## config.mk

```make
export PLATFORM = sky130hd
export DESIGN_NAME = uart_tx_serializer_flat
export DESIGN_NICKNAME = d
export VERILOG_FILES = /design/src/rtl/uart_pkg.sv /design/src/rtl/uart_tx_serializer_if.sv /design/src/rtl/uart_tx_serializer_word_ring_buffer.sv /design/src/rtl/uart_tx_serializer.sv /design/src/flat_wrapper.sv
export SDC_FILE = /design/constraint.sdc
export NUM_CORES = 1
export LEC_CHECK = 0
export BUFFER_PORTS_ARGS = -buffer_cell sky130_fd_sc_hd__buf_2
export CAP_MARGIN = 20
export CELL_PAD_IN_SITES_DETAIL_PLACEMENT = 1
export CELL_PAD_IN_SITES_GLOBAL_PLACEMENT = 1
export CORE_MARGIN = 2
export CORE_UTILIZATION = 42
export CTS_CLUSTER_DIAMETER = 50
export CTS_CLUSTER_SIZE = 14
export DETAILED_ROUTE_END_ITERATION = 7
export GPL_TIMING_DRIVEN = 0
export HOLD_SLACK_MARGIN = 0.12
export PLACE_DENSITY_LB_ADDON = 0.05
export SLEW_MARGIN = 0
export SYNTH_ARGS = -nofsm -noshare
export SYNTH_HDL_FRONTEND = slang
export SYNTH_SLANG_ARGS = --single-unit
```

## constraint.sdc

```tcl
create_clock -name clk -period 2.2 [get_ports clk]
set_input_delay 0.11 -clock clk [delete_from_list [all_inputs] [get_ports clk]]
set_output_delay 0.11 -clock clk [all_outputs]
set_load 0.02 [all_outputs]
```

## src/rtl/uart_pkg.sv

```systemverilog
`default_nettype none
// ============================================================
// uart_pkg : UART character constants shared by the tx and rx paths
// rev 1.0
// ============================================================
package uart_pkg;

  localparam int UART_WIDTH = 8;
  localparam int UART_PADS  = 2;

  localparam logic [0:0] c_ST_IDLE = 1'b0;
  localparam logic [0:0] c_ST_SEND = 1'b1;

  function automatic int chars_for(input int width);
    return (width + UART_WIDTH - 1) / UART_WIDTH;
  endfunction

endpackage
`default_nettype wire

```

## src/rtl/uart_tx_serializer_if.sv

```systemverilog
`default_nettype none
// ============================================================
// uart_tx_serializer_if : AXI-Stream data/valid/ready bundle
// rev 1.0
// ============================================================
interface uart_tx_serializer_if #(
  parameter int W = uart_pkg::UART_WIDTH
) ();

  logic [W-1:0] tdata;
  logic         tvalid;
  logic         tready;

  modport master (output tdata, output tvalid, input tready);
  modport slave  (input tdata, input tvalid, output tready);

endinterface
`default_nettype wire

```

## src/rtl/uart_tx_serializer_word_ring_buffer.sv

```systemverilog
`default_nettype none
// ============================================================
// word_ring_buffer : DEPTH-word ring with registered push ready
// rev 1.0
// ============================================================
module word_ring_buffer #(
  parameter int WIDTH = 8,
  parameter int DEPTH = 4
) (
  input  logic                         clk,
  input  logic                         arstn,
  input  logic [WIDTH-1:0]             push_data,
  input  logic                         push_valid,
  output logic                         push_ready,
  input  logic                         pop,
  output logic [WIDTH-1:0]             pop_data,
  output logic [$clog2(DEPTH+1)-1:0]   count
);

  localparam int PTR_W = (DEPTH > 1) ? $clog2(DEPTH) : 1;
  localparam int CNT_W = $clog2(DEPTH + 1);

  // Storage rounded up to a power of two so the pointer width always indexes it exactly.
  logic [WIDTH-1:0] r_mem [2**PTR_W];
  logic [PTR_W-1:0] r_wr_ptr;
  logic [PTR_W-1:0] r_rd_ptr;
  logic [CNT_W-1:0] r_count;
  logic [CNT_W-1:0] w_count_next;
  logic             r_ready;
  logic             w_push;
  logic             w_pop;

  function automatic logic [PTR_W-1:0] ptr_inc(input logic [PTR_W-1:0] p);
    return (p == PTR_W'(DEPTH - 1)) ? '0 : p + PTR_W'(1);
  endfunction

  assign w_push = push_valid && r_ready;
  assign w_pop  = pop && (r_count != '0);

  always_comb begin
    w_count_next = r_count;
    case ({w_push, w_pop})
      2'b10:   w_count_next = r_count + CNT_W'(1);
      2'b01:   w_count_next = r_count - CNT_W'(1);
      default: w_count_next = r_count;
    endcase
  end

  always_ff @(posedge clk) begin
    if (!arstn) begin
      r_wr_ptr <= '0;
      r_rd_ptr <= '0;
      r_count  <= '0;
      r_ready  <= 1'b0;
    end else begin
      if (w_push) r_wr_ptr <= ptr_inc(r_wr_ptr);
      if (w_pop)  r_rd_ptr <= ptr_inc(r_rd_ptr);
      r_count <= w_count_next;
      // Ready looks only at the post-edge count: a pop while full frees space next cycle.
      r_ready <= (w_count_next < CNT_W'(DEPTH));
    end
  end

  always_ff @(posedge clk) begin
    if (w_push) r_mem[r_wr_ptr] <= push_data;
  end

  assign push_ready = r_ready;
  assign pop_data   = r_mem[r_rd_ptr];
  assign count      = r_count;

endmodule
`default_nettype wire

```

## src/rtl/uart_tx_serializer.sv

```systemverilog
`default_nettype none
// ============================================================
// uart_tx_serializer : buffers words and streams them LSB byte first
// rev 1.0
// ============================================================
module uart_tx_serializer import uart_pkg::*; #(
  parameter int WIDTH = 8,
  parameter int DEPTH = 4
) (
  input  logic                         clk,
  input  logic                         arstn,
  uart_tx_serializer_if.slave          s_axis,
  uart_tx_serializer_if.master         m_axis,
  output logic                         busy,
  output logic [$clog2(DEPTH+1)-1:0]   words_pending
);

  localparam int BYTE_WIDTH = UART_WIDTH;
  localparam int CHARS      = chars_for(WIDTH);
  localparam int SHIFT_W    = CHARS * BYTE_WIDTH;
  localparam int IDX_W      = (CHARS > 1) ? $clog2(CHARS) : 1;
  localparam int CNT_W      = $clog2(DEPTH + 1);

  logic [0:0]         r_state;
  logic [SHIFT_W-1:0] r_shift;
  logic [IDX_W-1:0]   r_idx;
  logic               r_tvalid;
  logic [CNT_W-1:0]   w_count;
  logic [WIDTH-1:0]   w_pop_data;
  logic               w_m_hs;
  logic               w_last;
  logic               w_load;

  word_ring_buffer #(
    .WIDTH (WIDTH),
    .DEPTH (DEPTH)
  ) u_ring (
    .clk        (clk),
    .arstn      (arstn),
    .push_data  (s_axis.tdata),
    .push_valid (s_axis.tvalid),
    .push_ready (s_axis.tready),
    .pop        (w_load),
    .pop_data   (w_pop_data),
    .count      (w_count)
  );

  assign w_m_hs = r_tvalid && m_axis.tready;
  assign w_last = (r_idx == IDX_W'(CHARS - 1));

  // Reloading on the last-byte handshake keeps tvalid high across word boundaries.
  assign w_load = (w_count != '0) &&
                  ((r_state == c_ST_IDLE) || ((r_state == c_ST_SEND) && w_m_hs && w_last));

  always_ff @(posedge clk) begin
    if (!arstn) begin
      r_state  <= c_ST_IDLE;
      r_shift  <= '0;
      r_idx    <= '0;
      r_tvalid <= 1'b0;
    end else if (w_load) begin
      r_shift  <= SHIFT_W'(w_pop_data);
      r_idx    <= '0;
      r_state  <= c_ST_SEND;
      r_tvalid <= 1'b1;
    end else if ((r_state == c_ST_SEND) && w_m_hs) begin
      if (w_last) begin
        r_state  <= c_ST_IDLE;
        r_tvalid <= 1'b0;
      end else begin
        r_shift <= r_shift >> BYTE_WIDTH;
        r_idx   <= r_idx + IDX_W'(1);
      end
    end
  end

  assign m_axis.tdata   = r_shift[BYTE_WIDTH-1:0];
  assign m_axis.tvalid  = r_tvalid;
  assign busy           = (r_state == c_ST_SEND) || (w_count != '0);
  assign words_pending  = w_count;

endmodule
`default_nettype wire
```

## src/flat_wrapper.sv

```systemverilog
// flat-port wrapper written by rule: the top's interface ports become plain ports
module uart_tx_serializer_flat import uart_pkg::*;
#(
  parameter int WIDTH = 8,
  parameter int DEPTH = 4
)
  (clk, arstn, busy, words_pending, s_axis_tdata, s_axis_tvalid, s_axis_tready, m_axis_tdata, m_axis_tvalid, m_axis_tready);
  uart_tx_serializer_if s_axis_i ();
  uart_tx_serializer_if m_axis_i ();
  input  logic clk;
  input  logic arstn;
  output logic busy;
  output logic [$clog2(DEPTH+1)-1:0] words_pending;
  input wire logic [$bits(s_axis_i.tdata)-1:0] s_axis_tdata;
  input wire logic [$bits(s_axis_i.tvalid)-1:0] s_axis_tvalid;
  output wire logic [$bits(s_axis_i.tready)-1:0] s_axis_tready;
  output wire logic [$bits(m_axis_i.tdata)-1:0] m_axis_tdata;
  output wire logic [$bits(m_axis_i.tvalid)-1:0] m_axis_tvalid;
  input wire logic [$bits(m_axis_i.tready)-1:0] m_axis_tready;
  assign s_axis_i.tdata = s_axis_tdata;
  assign s_axis_i.tvalid = s_axis_tvalid;
  assign s_axis_tready = s_axis_i.tready;
  assign m_axis_tdata = m_axis_i.tdata;
  assign m_axis_tvalid = m_axis_i.tvalid;
  assign m_axis_i.tready = m_axis_tready;
  uart_tx_serializer #(.WIDTH(WIDTH), .DEPTH(DEPTH)) u_core (.clk(clk), .arstn(arstn), .s_axis(s_axis_i), .m_axis(m_axis_i), .busy(busy), .words_pending(words_pending));
endmodule
```

Word level (Yosys, flattened, before mapping)
Memory sizes are Yosys's and may differ from the RTL's. A register that Yosys moved wholly into a read port is not among the register bits.
Cells that the tools add are included.
- flip-flop bits (word level): 18
- RAM bits: 32
- input bits: 12
- output and inout bits: 14
- word-level logic and storage cells: 50
- memories: 1
- add/subtract/negate cells: 5
- magnitude comparators: 1
- equal/unequal tests: 5
- muxes and demuxes: 14
- bitwise logic cells: 3
- reduce and logical (&&, ||, !) cells: 14
- memories (name ; depth ; width ; read ports ; clocked after memory_dff ; wr ports ; RTL line ; RTL):
    u_core.u_ring.r_mem ; 4 ; 8 ; 1 ; 1 ; 1 ; uart_tx_serializer_word_ring_buffer.sv:24 ; logic [WIDTH-1:0] r_mem [2**PTR_W];
- operators with widths (cell ; count):
    two-way mux 8 bit ; 3
    two-way mux 2 bit ; 4
    == test 2 bit (second input constant) ; 3
    logical AND 1 bit ; 6
    two-way mux 1 bit ; 6
    one-hot mux 3 bit (2 select lines) ; 1
    adder 2 x 1 -> 2 bit (second input constant) ; 2
    AND reduction 2 bit ; 2
    nonzero test 2 bit ; 2
    adder 3 x 1 -> 3 bit (second input constant) ; 1
    < comparator 3 bit (second input constant) ; 1
    NOT 1 bit ; 3
    nonzero test 3 bit ; 1
    subtractor 3 x 1 -> 3 bit (second input constant) ; 1
    == test 2 x 1 -> 1 bit (second input constant) ; 1
    logical OR 1 bit ; 2
    != test 2 bit (second input constant) ; 1
    OR reduction 2 bit ; 1
    adder 1 bit (second input constant) ; 1

Depth between registers and ports, before layout
Gate-level depths: netlist of run 1.
- word-level depth: 9
- mapped depth: 7

Cells and area by module
From an unflattened synthesis of run 1, not the netlist that was laid out.
- cells, all modules: 134
- area total of the unflattened synthesis: 2029.4 um^2
- modules (own cells, without submodules) (module ; times used ; cells each ; area each (um^2)):
    word_ring_buffer ; 1 ; 92 ; 1650.3
    uart_tx_serializer ; 1 ; 42 ; 379.1

Worst setup path after synthesis of run 1
No wires, ideal clock.
- path type: register to register
- start point: register u_core.u_ring.r_count[1] (netlist: u_core.u_ring.count[1])
- end point: register u_core.u_ring.r_ready (netlist: u_core.u_ring.push_ready)
- setup time: 0.115 ns
- data arrival time: 2.106 ns
- data required time: 2.085 ns
- path slack: -0.021 ns
- stages on the path, launching flop included: 8
- cells stage by stage: dfxtp_1 -> nor3_4 -> nor2_2 -> ha_1 -> fa_1 -> xnor2_1 -> or3_1 -> and3_1
- longest elaborated chain between the ends: 6
- elaborated cells on any way between the ends: 9
- ends and longest elaborated chain (item ; RTL line ; RTL):
    start: declaration ; uart_tx_serializer_word_ring_buffer.sv:27 ; logic [CNT_W-1:0] r_count;
    start signal: assignment ; uart_tx_serializer_word_ring_buffer.sv:58 ; r_count <= w_count_next;
    nonzero test 3 bit * ; uart_tx_serializer.sv:52 ; assign w_load = (w_count != '0) &&
    logical AND 1 bit * ; uart_tx_serializer.sv:52 ;
    net u_core.u_ring.pop ; uart_tx_serializer_word_ring_buffer.sv:15 ; input logic pop,
    logical AND 1 bit * ; uart_tx_serializer_word_ring_buffer.sv:38 ; assign w_pop = pop && (r_count != '0);
    == test 2 x 1 -> 1 bit / == test 2 bit (equally long branches) ; uart_tx_serializer_word_ring_buffer.sv:42 ; case ({w_push, w_pop})
    one-hot mux 3 bit (2 select lines) * ; uart_tx_serializer_word_ring_buffer.sv:42 ;
    < comparator 3 bit * ; uart_tx_serializer_word_ring_buffer.sv:60 ; r_ready <= (w_count_next < CNT_W'(DEPTH));
    end signal: assignment ; uart_tx_serializer_word_ring_buffer.sv:60 ;
    end: declaration ; uart_tx_serializer_word_ring_buffer.sv:29 ; logic r_ready;
Mark *: on every way through the listed nets, which the timed path passes. The rest lies on a longest branch.
A chain may end at the register's enable or synchronous reset.

Worst setup path in the final report of run 1
- start point: register u_core.r_state
- end point: register u_core.u_ring.r_ready (netlist: u_core.u_ring.push_ready)
- longest elaborated chain between the ends: 9
- elaborated cells on any way between the ends: 11
- ends and longest elaborated chain (item ; RTL line ; RTL):
    start: declaration ; uart_tx_serializer.sv:24 ; logic [0:0] r_state;
    start signal: assignment ; uart_tx_serializer.sv:57 ; r_state <= c_ST_IDLE;
    start signal: assignment ; uart_tx_serializer.sv:64 ; r_state <= c_ST_SEND;
    start signal: assignment ; uart_tx_serializer.sv:68 ; r_state <= c_ST_IDLE;
    logical AND 1 bit ; - ;
    logical AND 1 bit (2 in a row) ; uart_tx_serializer.sv:53 ; ((r_state == c_ST_IDLE) || ((r_state == c_ST_SEND) && w_m_hs && w_last));
    logical OR 1 bit * ; uart_tx_serializer.sv:53 ;
    logical AND 1 bit * ; uart_tx_serializer.sv:52 ;
    net u_core.u_ring.pop ; uart_tx_serializer_word_ring_buffer.sv:15 ;
    logical AND 1 bit * ; uart_tx_serializer_word_ring_buffer.sv:38 ;
    == test 2 x 1 -> 1 bit / == test 2 bit (equally long branches) ; uart_tx_serializer_word_ring_buffer.sv:42 ;
    one-hot mux 3 bit (2 select lines) * ; uart_tx_serializer_word_ring_buffer.sv:42 ;
    < comparator 3 bit * ; uart_tx_serializer_word_ring_buffer.sv:60 ;
Marked as above.

==> results of run 1 <==
cell type report:
cell class                 count  area, um2  share of cell area, %
clock inverter                 3      15.01                 0.6400
timing repair buffer          34      215.2                  9.173
clock buffer                   5      68.82                  2.933
multi-input combinational     64      606.8                  25.87
inverter                       3      11.26                 0.4800
sequential                    51       1344                  57.28
tap                           52      65.06                  2.773
buffer                         3      20.02                 0.8533
synthesized netlist by cell type (all sizes together):
library cell	instances	share of area, %
a21oi	5	1.3
xnor2	1	0.44
or2b	1	0.38
o2bb2ai	8	3.6
o21ai	3	0.76
inv	3	0.57
fa	1	1.0
edfxtp	32	49
buf	2	0.82
clkbuf	1	0.19
nor2	5	1.1
ha	6	3.8
mux2i	2	1.0
and3	5	1.6
nand2	10	1.9
or3	1	0.32
nor3	2	1.6
nor2b	1	0.70
mux4	8	9.1
or4	1	0.38
nand3b	1	0.38
dfxtp	19	19
xor2	1	0.44
nand3	1	0.25
nand2b	1	0.32
cells by family (layout without fill, tap and decap cells):
group           Yosys count  count (layout)  share of synthesized area [%]
compound gates           16              16                          5.583
xor+xnor                  2               2                         0.8885
fa+ha+maj                 7               7                          4.822
simple gates             29              29                          8.947
mux                      10              10                          10.15
flops                    51              51                          68.02
buf+inv                   6              48                          1.586
power breakdown:
group	internal [mW]	leakage, nW	switching, mW
logic	0.409	0.383	0.528
registers	1.19	0.447	0.104
clock network	0.216	0.0392	0.292
state kept, by name (all words and copies together), names as in the netlist, named ones only:
register,count
u_core.r_state,1
u_core.u_ring.count,2
u_core.u_ring.r_rd_ptr,2
u_core.u_ring.r_wr_ptr,2
u_core.m_axis.tdata,8
u_core.u_ring.r_mem,32
u_core.u_ring.push_ready,1
through the flow:
step | setup TNS, ps | hold slack (ps)
final | 0 | 143.9
after global routing | 0 | 164.5
after CTS | 0 | 136.7
after detailed placement | -188.7 | 332.6
after global placement | -69.79 | 319.8
after floorplan | 0 | 208.9
critical path, stage by stage, from the launching register on:
cell and delay (ps):
dfxtp_1 370, nor2b_4 240, nor2_4 110, ha_2 220, fa_1 380, xnor2_1 140, or3_1 320, and3_1 190
what timing repair did:
item,CTS,global route
endpoints found under the hold margin,32,0
gates cloned,0,0
buffers inserted,1,1
pin swaps,1,1
gates resized for setup,0,2
hold buffers,8,0
endpoints found under the setup margin,2,2
worst max path at each step:
stage	from	to	slack, ps	cells after the start
2_1_floorplan	u_core.u_ring.count[1]	u_core.u_ring.push_ready	30	7
3_3_place_gp	u_core.u_ring.count[0]	u_core.u_ring.push_ready	-70	7
3_5_place_dp	u_core.u_ring.count[0]	u_core.u_ring.push_ready	-120	7
4_1_cts	u_core.r_state	u_core.u_ring.push_ready	50	7
5_1_grt	u_core.r_state	u_core.u_ring.push_ready	10	7
6_report	u_core.r_state	u_core.u_ring.push_ready	130	7
layer usage:
| layer | share of wire (%) | GRT usage [%] | wire [um] |
|---|---|---|---|
| met5 | 0 | 0 | 0 |
| met2 | 48 | 26.06 | 1810 |
| met3 | 2.9 | 4.167 | 108 |
| met4 | 1.3 | 5.761 | 48 |
| met1 | 48 | 21.72 | 1819 |
==> results.txt, run 1 <==
Critical Path AT = 2270 ps
Vias/cell = 5.270
IO Port Bufs = 24
share of layout cells above drive strength 1 = 30.67%
first drt pass iteration count = 4
worst skew pair latency = 300 ps
clock-pin slew on the worst setup and hold paths = 90 ps
post-synthesis sequential area ratio = 68.02%
peak supply drop = 523.3 uV
Initial Utilization = 44.37%
Die Area = 5259 um2
Final Non-Filler Cells = 215
initial antenna violation count = 0
worst slew pin tran = 551.4 ps
number of global-route vias before repair = 1218
nets = 181
die height = 72.52 um
Avg WL per Cell = 17.61 um
worst hold path startpoint = s_axis_tvalid
Final Instance Area = 2346 um2
Max Slew Vio Count = 0
Routed WL = 3787 um
Synthesized Nets = 140
FF-to-FF path depth = 7
HPWL after DPL = 2532 um
Mapped Cells = 121
total power draw = 2.743 mW
post-route setup slack = 128.2 ps
Die W = 72.52 um
worst r2r src = u_core.r_state
f_max = 482.7 MHz
Final ANT Viol Nets = 0
worst reg2reg path endpoint = u_core.u_ring.push_ready
worst hold endpoint = u_core.u_ring.r_wr_ptr[1]
endpoint type of the worst setup path = flop
crit start category = flop
Tcrit/Tclk final = 94.17%
Util after Layout = 52.79%
Hold WC Path Type = input port to flop
Max H-tree Level = 2
post-place setup slack = -124.1 ps
number of I/O pins = 26
Worst R2R Setup Slack = 130 ps
TritonCTS buffer count = 5
cell area after synthesis = 1972 um2
min Tclk post-route = 2072 ps
Max Clock Skew = 8.748 ps
hold depth = 3
count of final hold-check violations = 0
Req. time, crit path = 2400 ps
gpl congestion = 0.7202
total gr overflow = 0
GRT Util Overall = 16.32%
number of diodes = 0
Setup CP Type = flop to flop
Leakage = 0.8692 nW
Max FO, Critical Path = 9
Area Overhead vs Synth = 18.97%
Netlist cell types = 28
most frequent cells in the layout = edfxtp_1 (32), buf_2 (25), dfxtp_1 (17), nand2_1 (10)
Max Root-Sink Buffers = 2
Std-Cell Rows = 24
RSZ-0062 raised after global routing = no
max-cap violations = 0
Post-DP Area = 2160 um2
routed vias = 1133
DRC viols = 0
Syn Area/Cell = 16.30 um2
total number of yosys warnings = 0
fillers = 453
status = finished clean
Placed Cells incl. Taps = 197
CTS tree = yes
power per cell area = 1169 nW/um2
Placeable Area = 4444 um2
Rel. slew slack = 63.24%
pin count of the biggest net entering global routing = 16
commonest non-fill, non-tap cell in the layout = edfxtp_1
final number of setup-violating endpoints = 0
DR iter-0 viols = 36
Root Driver = clkbuf_8
#FFs+latches synth = 51
first-pass GRT wire length = 6168 um
Clock Sinks = 51
Power figures use the tool's default switching activity.
==> inputs of run 2 (changes only) <==
RECOVER_POWER = 100   (was not set)
==> results.txt, run 2 (synthesis gave the netlist of run 1 again) <==
status = finished clean
Rel. slew slack = 63.08% (-0.16 points)
clock-pin slew on the worst setup and hold paths = 90 ps (about the same)
commonest non-fill, non-tap cell in the layout = edfxtp_1
Root Driver = clkbuf_8
Vias/cell = 5.307 (+0.71%)
slowest CP cell = fa_1
routed vias = 1141 (+0.71%)
HPWL after DPL = 2532 um (unchanged)
IO Port Bufs = 24 (unchanged)
f_max = 480.5 MHz (-0.45%)
endpoint type of the worst setup path = flop
Max Slew Vio Count = 0 (unchanged)
Leakage = 0.7940 nW (-8.7%)
Final Non-Filler Cells = 215 (unchanged)
Hold WC Path Type = input port to flop
first drt pass iteration count = 4 (unchanged)
DR iter-0 viols = 52 (+44%)
max-cap violations = 0 (unchanged)
worst skew pair latency = 300 ps (about the same)
post-route setup slack = 118.9 ps (-9.342 ps)
Routed WL = 3788 um (about the same)
Avg WL per Cell = 17.62 um (about the same)
Std-Cell Rows = 24 (unchanged)
Die W = 72.52 um (unchanged)
count of final hold-check violations = 0 (unchanged)
Tcrit/Tclk final = 94.60% (+0.42 points)
Max Root-Sink Buffers = 2 (unchanged)
pin count of the biggest net entering global routing = 16 (unchanged)
most frequent cells in the layout = edfxtp_1 (32), clkbuf_1 (23), dfxtp_1 (17), nand2_1 (10)
DRC viols = 0 (unchanged)
number of I/O pins = 26 (unchanged)
Initial Utilization = 44.37% (unchanged)
post-place setup slack = -124.1 ps (unchanged)
die height = 72.52 um (unchanged)
worst slew pin tran = 553.8 ps (+2.384 ps)
number of global-route vias before repair = 1218 (unchanged)
Critical Path AT = 2280 ps (about the same)
total gr overflow = 0 (unchanged)
Max H-tree Level = 2 (unchanged)
first-pass GRT wire length = 6168 um (unchanged)
Post-DP Area = 2160 um2 (unchanged)
hold depth = 3 (unchanged)
crit start category = flop
worst hold path startpoint = s_axis_tvalid
share of layout cells above drive strength 1 = 17.18% (-13 points)
Placeable Area = 4444 um2 (unchanged)
Placed Cells incl. Taps = 197 (unchanged)
Max FO, Critical Path = 9 (unchanged)
Die Area = 5259 um2 (unchanged)
gpl congestion = 0.7202 (unchanged)
min Tclk post-route = 2081 ps (+9.342 ps)
max FFs per register = 32 (unchanged)
Req. time, crit path = 2400 ps (about the same)
fillers = 457 (+0.88%)
worst reg2reg path endpoint = u_core.u_ring.push_ready
Clock Sinks = 51 (unchanged)
Area Overhead vs Synth = 17.45%
TritonCTS buffer count = 5 (unchanged)
final number of setup-violating endpoints = 0 (unchanged)
Setup CP Type = flop to flop
worst r2r src = u_core.r_state
worst hold endpoint = u_core.u_ring.r_wr_ptr[1]
nets = 181 (unchanged)
CTS tree = yes
Worst R2R Setup Slack = 120 ps (about the same)
FF-to-FF path depth = 7 (unchanged)
power per cell area = 1170 nW/um2 (about the same)
register with the most flip-flops = u_core.u_ring.r_mem
Final ANT Viol Nets = 0 (unchanged)
peak supply drop = 522.9 uV (about the same)
GRT Util Overall = 16.32% (unchanged)
Final Instance Area = 2316 um2 (-1.3%)
number of diodes = 0 (unchanged)
CP max stage delay = 380 ps (about the same)
Max Clock Skew = 8.790 ps (+0.04266 ps)
RSZ-0062 raised after global routing = no
critical path, cell by cell = nor2b_4 -> nor2_4 -> ha_2 -> fa_1 -> xnor2_1 -> or3_1 -> and3_1
initial antenna violation count = 0 (unchanged)
==> run 2: timing repair <==
| item | CTS | global route |
|---|---|---|
| setup buffers | 1 | 1 |
| hold endpoints to repair | 32 | 0 |
| resized for setup | 0 | 2 |
| hold buffers | 8 | 0 |
| pin swaps | 1 | 1 |
| setup endpoints to repair | 2 | 2 |
==> run 2: layer usage <==
metal  global-route usage, %  routed length [um]  share of wire (%)
met5                       0                   0                  0
met4                   5.761                  48                1.3
met3                   4.167                 119                3.1
met2                   26.06                1805                 48
met1                   21.72                1815                 48
==> run 2: stage by stage <==
stage                     total power, mW  TNS, ps  hold WS [ps]  util, %
after CTS                           2.766        0         136.7    52.45
after global placement              2.185   -69.79         319.8    48.59
after floorplan                     1.946        0         208.9        -
after global routing                2.891        0         164.6    52.11
after detailed placement            2.228   -188.7         332.6    48.59
final                               2.709        0         143.7    52.11
==> run 2: worst max path at each step <==
stage / from / endpoint / cells after the start
global route: u_core.r_state / u_core.u_ring.push_ready / 7
CTS: u_core.r_state / u_core.u_ring.push_ready / 7
floorplan: u_core.u_ring.count[1] / u_core.u_ring.push_ready / 7
global placement: u_core.u_ring.count[0] / u_core.u_ring.push_ready / 7
detailed placement: u_core.u_ring.count[0] / u_core.u_ring.push_ready / 7
finish: u_core.r_state / u_core.u_ring.push_ready / 7
==> run 2: area by class of cell <==
| cell class | instances | area [um2] | share of cell area [%] |
|---|---|---|---|
| well taps | 52 | 65.06 | 2.809 |
| inverters | 3 | 11.26 | 0.4862 |
| clock buffers | 5 | 68.82 | 2.971 |
| clock inverters | 3 | 15.01 | 0.6483 |
| flip-flops and latches | 51 | 1344 | 58.02 |
| repair buffers | 34 | 185.2 | 7.996 |
| multi-input cells | 64 | 606.8 | 26.20 |
| plain buffers | 3 | 20.02 | 0.8644 |
==> run 2: worst max-delay path, delay by kind of cell (launching register included) <==
kind,cells,cell delay [ps]
flip-flops,1,370
AND/OR/NAND/NOR,4,860
adder cells (fa/ha/maj),2,600
XOR/XNOR,1,140
==> run 2: power by group <==
part / internal [mW] / switching (mW) / total, mW
clock network: 0.216 / 0.292 / 0.509
logic: 0.369 / 0.531 / 0.900
registers: 1.19 / 0.108 / 1.30
==> inputs of run 3 (changes only) <==
CELL_PAD_IN_SITES_GLOBAL_PLACEMENT = 2   (was 1)
CORE_UTILIZATION = 36   (was 42)
GPL_ROUTABILITY_DRIVEN = 1   (was not set)
==> results.txt, run 3 (synthesis gave the netlist of run 1 again) <==
commonest non-fill, non-tap cell in the layout = edfxtp_1
nets = 183 (+1.1%)
Leakage = 0.8264 nW (+4.1%)
Final ANT Viol Nets = 0 (unchanged)
Max Slew Vio Count = 0 (unchanged)
initial antenna violation count = 0 (unchanged)
power per cell area = 1169 nW/um2 (about the same)
Hold WC Path Type = input port to flop
endpoint type of the worst setup path = flop
Max Root-Sink Buffers = 2 (unchanged)
most frequent cells in the layout = edfxtp_1 (32), clkbuf_1 (20), dfxtp_1 (17), nand2_1 (10), dlygate4sd3_1 (9)
min Tclk post-route = 2114 ps (+33.28 ps)
Initial Utilization = 37.88% (-6.5 points)
Die W = 78.01 um (+7.6%)
DRC viols = 0 (unchanged)
number of global-route vias before repair = 1201 (-1.4%)
pin count of the biggest net entering global routing = 16 (unchanged)
peak supply drop = 423.7 uV (-19%)
clock-pin slew on the worst setup and hold paths = 90 ps (about the same)
share of layout cells above drive strength 1 = 20.00% (+2.8 points)
Setup CP Type = flop to flop
Avg WL per Cell = 15.86 um (-10%)
GRT Util Overall = 13.23% (-3.1 points)
number of diodes = 0 (unchanged)
gpl congestion = 0.6888 (-4.4%)
Tcrit/Tclk final = 96.11% (+1.5 points)
f_max = 472.9 MHz (-1.6%)
Clock Sinks = 51 (unchanged)
CTS tree = yes
Root Driver = clkbuf_8
Critical Path AT = 2310 ps (+30 ps)
worst slew pin tran = 592.5 ps (+38.69 ps)
Post-DP Area = 2182 um2 (+1.0%)
max FFs per register = 32 (unchanged)
Max H-tree Level = 2 (unchanged)
max-cap violations = 0 (unchanged)
Placeable Area = 5205 um2 (+17%)
status = finished clean
Max Clock Skew = 3.568 ps (-5.222 ps)
TritonCTS buffer count = 5 (unchanged)
Routed WL = 3727 um (-1.6%)
first-pass GRT wire length = 6023 um (-2.4%)
first drt pass iteration count = 4 (unchanged)
worst hold margin = 163.8 ps (+20.13 ps)
IO Port Bufs = 24 (unchanged)
crit start category = flop
register with the most flip-flops = u_core.u_ring.r_mem
routed vias = 1154 (+1.1%)
Final Instance Area = 2369 um2 (+2.3%)
Die Area = 6086 um2 (+16%)
Max FO, Critical Path = 9 (unchanged)
total gr overflow = 0 (unchanged)
HPWL after DPL = 2560 um (+1.1%)
worst skew pair latency = 290 ps (about the same)
number of I/O pins = 26 (unchanged)
final number of setup-violating endpoints = 0 (unchanged)
Vias/cell = 4.911 (-7.5%)
count of final hold-check violations = 0 (unchanged)
Req. time, crit path = 2390 ps (about the same)
Std-Cell Rows = 26 (+8.3%)
Rel. slew slack = 60.50% (-2.6 points)
DR iter-0 viols = 43 (-17%)
die height = 78.01 um (+7.6%)
Area Overhead vs Synth = 20.11%
## run 3: cell types whose count changed in the layout (fill, tap and decap cells not counted), sizes merged
cell and change:
clkinvlp -1, dlygate4sd3 +1, clkbuf -2, buf +5, clkinv -1
## run 3: worst max-delay path, cell delays in order (launching register included)
cell	delay, ps
dfxtp_2	370
nor3_4	230
nor2_4	100
ha_1	250
fa_1	390
xnor2_1	150
or3_1	330
and3_1	200
## run 3: area by class of cell
type / instances / area [um2]
buffer: 3 / 20.02
fill: 544 / 2836
clock buffer: 7 / 86.33
inverter: 3 / 11.26
tap: 70 / 87.58
timing repair buffer: 36 / 210.2
multi-input combinational: 64 / 604.3
clock inverter: 1 / 5.005
sequential: 51 / 1344
## run 3: worst paths after layout
path,start,to,slack (ps),cells after the start
worst min register to register,u_core.m_axis.tdata[1],u_core.m_axis.tdata[1],460,2
worst min-delay path,arstn,u_core.m_axis.tdata[1],160,3
worst max-delay path,u_core.u_ring.count[0],u_core.u_ring.push_ready,90,7
worst max register to register,u_core.u_ring.count[0],u_core.u_ring.push_ready,90,7
## run 3: what timing repair did
action / CTS / global route
endpoints found under the setup margin: 2 / 1
setup buffers: 1 / 2
hold endpoints to repair: 33 / 0
gates resized for setup: 0 / 1
pin swaps: 1 / 1
hold buffers: 9 / 0
## run 3: per-stage QoR
step	setup WS, ps	total power [mW]	std cells	utilization, %	setup TNS, ps
final	85.58	2.770	235	45.50	0
after detailed placement	-127.9	2.230	215	41.92	-158.5
after CTS	38.65	2.798	233	45.55	0
after global placement	-63.10	2.189	215	41.92	-63.10
after floorplan	27.50	1.946	121	-	0
after global routing	-6.611	2.965	235	45.50	-6.611
## run 3: routing by layer
layer | part of all wire (%) | GRT usage, %
met1 | 46 | 17.68
met2 | 48 | 21.21
met3 | 4.5 | 2.414
met4 | 1.4 | 5.789
met5 | 0 | 0
## run 3: power breakdown
| part | internal, mW | total, mW | switching [mW] |
|---|---|---|---|
| registers | 1.19 | 1.30 | 0.106 |
| clock network | 0.254 | 0.539 | 0.285 |
| logic | 0.393 | 0.931 | 0.538 |
| total | 1.84 | 2.77 | 0.929 |
